<file path="src/rtl/fb_port_arbiter.sv">
// fb_port_arbiter
// Shares one single-port frame-buffer SRAM between the scan-out reader and
// the draw-engine writer. Reads normally win. A wait counter forces a write
// slot after MAX_WAIT-1 refused cycles. Writes outside the frame are accepted
// on the handshake and then discarded, and each one is counted. Read data comes
// back two cycles after the grant, in request order.
module fb_port_arbiter #(
  parameter int ADDR_W   = 21,
  parameter int DATA_W   = 8,
  parameter int FB_SIZE  = 307200,
  parameter int MAX_WAIT = 16
) (
  input  logic              Clk,
  input  logic              Reset,
  input  logic              rd_req,
  input  logic [ADDR_W-1:0] rd_addr,
  output logic              rd_gnt,
  output logic              rd_valid,
  output logic [DATA_W-1:0] rd_data,
  input  logic              wr_req,
  input  logic [ADDR_W-1:0] wr_addr,
  input  logic [DATA_W-1:0] wr_data,
  output logic              wr_gnt,
  output logic [15:0]       wr_drop_cnt,
  output logic [ADDR_W-1:0] mem_addr,
  output logic              mem_we,
  output logic [DATA_W-1:0] mem_wdata,
  input  logic [DATA_W-1:0] mem_rdata
);

  localparam int WC_W = (MAX_WAIT > 2) ? $clog2(MAX_WAIT) : 1;
  localparam logic [WC_W-1:0]   WC_MAX = WC_W'(MAX_WAIT - 1);
  // One extra bit so the limit still fits when FB_SIZE == 2**ADDR_W.
  localparam logic [ADDR_W:0]   FB_LIM = (ADDR_W + 1)'(FB_SIZE);

  logic [WC_W-1:0]   r_wait_cnt;
  logic              r_rd_p1;
  logic              r_rd_valid;
  logic [DATA_W-1:0] r_rd_data;
  logic [ADDR_W-1:0] r_mem_addr;
  logic              r_mem_we;
  logic [DATA_W-1:0] r_mem_wdata;
  logic [15:0]       r_drop_cnt;

  logic w_wr_urgent;
  logic w_rd_gnt;
  logic w_wr_gnt;
  logic w_wr_in_range;

  // Arbitration on current inputs. Reset suppresses both grants.
  always_comb begin
    w_wr_urgent   = wr_req && (r_wait_cnt == WC_MAX);
    w_rd_gnt      = !Reset && rd_req && !w_wr_urgent;
    w_wr_gnt      = !Reset && wr_req && (w_wr_urgent || !rd_req);
    w_wr_in_range = ({1'b0, wr_addr} < FB_LIM);
  end

  // Count consecutive refused cycles of a pending write.
  always_ff @(posedge Clk) begin
    if (Reset) begin
      r_wait_cnt <= '0;
    end else if (!wr_req || w_wr_gnt) begin
      r_wait_cnt <= '0;
    end else if (r_wait_cnt != WC_MAX) begin
      r_wait_cnt <= r_wait_cnt + 1'b1;
    end
  end

  // Drive the SRAM port. The address holds on idle cycles and on dropped writes.
  always_ff @(posedge Clk) begin
    if (Reset) begin
      r_mem_addr  <= '0;
      r_mem_we    <= 1'b0;
      r_mem_wdata <= '0;
    end else if (w_rd_gnt) begin
      r_mem_addr  <= rd_addr;
      r_mem_we    <= 1'b0;
    end else if (w_wr_gnt && w_wr_in_range) begin
      r_mem_addr  <= wr_addr;
      r_mem_wdata <= wr_data;
      r_mem_we    <= 1'b1;
    end else begin
      r_mem_we    <= 1'b0;
    end
  end

  // Two-stage read-return pipeline. A reset flushes any read still in flight.
  always_ff @(posedge Clk) begin
    if (Reset) begin
      r_rd_p1    <= 1'b0;
      r_rd_valid <= 1'b0;
      r_rd_data  <= '0;
    end else begin
      r_rd_p1    <= w_rd_gnt;
      r_rd_valid <= r_rd_p1;
      if (r_rd_p1) begin
        r_rd_data <= mem_rdata;
      end
    end
  end

  // Saturating count of granted writes that fall outside the frame.
  always_ff @(posedge Clk) begin
    if (Reset) begin
      r_drop_cnt <= '0;
    end else if (w_wr_gnt && !w_wr_in_range && (r_drop_cnt != 16'hFFFF)) begin
      r_drop_cnt <= r_drop_cnt + 16'd1;
    end
  end

  assign rd_gnt      = w_rd_gnt;
  assign wr_gnt      = w_wr_gnt;
  assign rd_valid    = r_rd_valid;
  assign rd_data     = r_rd_data;
  assign wr_drop_cnt = r_drop_cnt;
  assign mem_addr    = r_mem_addr;
  assign mem_we      = r_mem_we;
  assign mem_wdata   = r_mem_wdata;

endmodule

</file>
<file path="config.mk">
export PLATFORM = sky130hd
export DESIGN_NAME = fb_port_arbiter
export DESIGN_NICKNAME = d
export VERILOG_FILES = /design/src/rtl/fb_port_arbiter.sv
export SDC_FILE = /design/constraint.sdc
export NUM_CORES = 1
export LEC_CHECK = 0
export BUFFER_PORTS_ARGS = -buffer_cell sky130_fd_sc_hd__clkbuf_2
export CORE_MARGIN = 5
export CORE_UTILIZATION = 30
export CTS_BUF_LIST = sky130_fd_sc_hd__clkbuf_2 sky130_fd_sc_hd__clkbuf_4 sky130_fd_sc_hd__clkbuf_8
export CTS_CLUSTER_DIAMETER = 150
export DETAILED_ROUTE_END_ITERATION = 10
export PLACE_DENSITY = 0.62
export SETUP_SLACK_MARGIN = 0.15
export SLEW_MARGIN = 20
export SYNTH_ARGS = -nofsm -noshare
export SYNTH_HDL_FRONTEND = slang
export SYNTH_SLANG_ARGS = --single-unit
</file>
<file path="constraint.sdc">
create_clock -name Clk -period 3.95 [get_ports Clk]
set_clock_uncertainty 0.15 [all_clocks]
set_input_delay 0.79 -clock Clk [delete_from_list [all_inputs] [get_ports Clk]]
set_output_delay 0.79 -clock Clk [all_outputs]
set_load 0.03 [all_outputs]
</file>
==> results.toml <==
[status]
status = "finished, final reports clean"

[synth]
syn_nets = 361
syn_area_sq_um = 2540
yosys_register_bits = 60
yosysWarnings = 0
yosys.cell_types.count = 44
yosysSeqAreaShare = 0.472
synth-main-ff-cell = "dfxtp_1"
synth_cells = 297
syn_area_per_cell_sq_um = 8.57
synth_edf_count = 0
async_flop_share = 0

[route]
drt-vias-per-instance = 4.80
drt_pass1_iterations = 4
vias = 2510
antenna_left = 0
drt_iter0_drc = 120
wl_per_cell_um = 13.7
drc_errors = 0
routed_wl_mm = 7.15

[cells_and_area]
area_growth_pct = 35.1
fill_cells = 908
design_area_sq_um = 3440
antenna_cells = 0
final_nets = 477
drive_gt1_frac = 0.344

[placed_design]
portBuffers = 118
placed_area_sq_um = 3220
dpl.hpwl_mm = 5.37
gp_congestion = 0.765

[floorplanning]
start_util = 0.308
core_sq_um = 8260
rows = 33
io_pins = 119
dieArea_sq_um = 10400
die_h_um = 102
fp.dieW_um = 102

[hold_path]
min_path_type = "reg2reg"

[sta]
setup_viol = 0
min_period_over_period = 0.715
final.setup.tns_ns = 0
slew_violations = 0
min_period_ns = 2.83
fmax_mhz = 354
slew_headroom = 0.654
rsz0062_at_grt = "false"
hold_viol = 0
tightest_slew_ns = 0.519

[worst_setup_path]
critPathKind = "in2out"
required_ns = 3.01
crit_chain = "clkbuf_2 > nor2b_1 > nand2_1 > clkinv_1 > clkbuf_2"
end_kind = "output pin"
crit_arrival_ns = 1.89
cp-start-kind = "input port"
cpMaxStageDelayCell = "clkbuf_2"
path_max_fanout = 24
crit_top_cell = "clkbuf_2"
worst_path_largest_cell_delay_ns = 0.41

[clocking]
numCtsBuffers = 9
clockBufferDepth = 2
clock-sinks = 60
cts_setup_buffers = 0
cts_tree = "done"
ctsHoldBuffers = 0
cts_resized = 0
clk_latency_ns = 0.32
cts_root_buffer = "clkbuf_8"
path_clk_slew_ns = 0.06
h-tree-depth = 3

[global_routing]
grt_usage = 0.138
grt_pass1_vias = 2408
antenna_found_initial = 0
gr-total-overflow = 0
grt_max_degree = 36
grt_pass1_wl_mm = 11.4

[power_and_ir_drop]
p_leak_nw = 1.58
vdd_drop_max_v = 0.000164
power_density_nw_per_um2 = 407

[flow_run]
maxCapViolations = 0
-- per-stage QoR --
stage | utilization | total power [mW] | hold slack [ns] | setup WS (ns) | std cells
after floorplan | - | 0.746 | 0.280 | 1.47 | 297
after global placement | 0.390 | 0.811 | 0.292 | 1.05 | 507
after detailed placement | 0.390 | 0.813 | 0.306 | 0.995 | 507
after CTS | 0.416 | 1.43 | 0.321 | 1.11 | 523
after global routing | 0.416 | 1.47 | 0.349 | 1.01 | 523
final | 0.416 | 1.40 | 0.318 | 1.12 | 523
-- per-layer routing --
layer,wire [um],global-route usage
met5,0,0
met4,72,0.0605
met2,3380,0.220
met1,3100,0.175
met3,594,0.0375
-- layout make-up --
class,count,area [sq um],share of cell area
well taps,105,131,0.0382
flip-flops and latches,60,1200,0.349
multi-input cells,215,1250,0.363
clock buffers,11,145,0.0422
repair buffers,120,606,0.176
inverters,7,32.5,0.00946
clock inverters,5,75.1,0.0218
-- placed cells by master, fill, tap and decap left out, drive strengths merged, types with 5 or more instances in the layout --
master,Yosys,layout
or3,7,7
o21ai,11,11
mux2i,12,12
nand3,6,6
clkinv,3,6
nand3b,8,8
nand2,66,66
clkbuf,10,129
a21oi,13,13
nor2,31,31
a311oi,16,16
nand4,5,5
dfxtp,60,60
-- cells by family (layout without fill, tap and decap cells) --
| kind of cell | count (synthesis) | in the layout | share of synthesized area |
|---|---|---|---|
| simple gates | 143 | 143 | 0.263 |
| flops | 60 | 60 | 0.472 |
| compound gates | 54 | 54 | 0.155 |
| buf+inv | 22 | 143 | 0.0379 |
| mux | 13 | 13 | 0.0516 |
| xor+xnor | 3 | 3 | 0.0103 |
| fa+ha+maj | 2 | 2 | 0.00983 |
-- critical path: cells and delay by family --
kind	cells	cell delay, ns
buffers and inverters	3	0.86
and+or+nand+nor	2	0.23
-- path summary, 6_finish.rpt --
check        slack [ns]            end  depth (start not counted)          start
max                1.12         rd_gnt                          5          Reset
min                0.32  r_wait_cnt[0]                          1  r_wait_cnt[0]
max reg2reg        1.59    mem_addr[4]                          8  r_wait_cnt[0]
min reg2reg        0.32  r_wait_cnt[0]                          1  r_wait_cnt[0]
-- power breakdown --
part / switching, mW / internal, mW
sequential: 0.0139 / 0.627
clock: 0.227 / 0.376
combinational: 0.0989 / 0.0577
-- synthesized netlist by cell type (3+ instances only) --
master	count	area (sq um)
a21oi_1	13	65.1
a311oi_1	16	140
and2_1	3	18.8
buf_2	3	15.0
clkbuf_1	10	37.5
dfxtp_1	60	1200
inv_1	4	15.0
mux2i_1	12	120
nand2_1	65	244
nand3_1	6	30.0
nand3b_1	8	60.1
nand4_1	5	31.3
nor2_1	31	116
nor2b_1	3	18.8
nor3_1	4	20.0
o21ai_0	11	55.1
o31ai_1	3	22.5
or3_1	7	43.8
-- state kept, by name, summed over array words and instances, names as in the netlist --
name	flops
r_wait_cnt	4
wr_drop_cnt	16
rd_data	8
mem_we	1
r_rd_p1	1
rd_valid	1
mem_wdata	8
mem_addr	21
No activity file was read; power rests on OpenSTA's default activity.
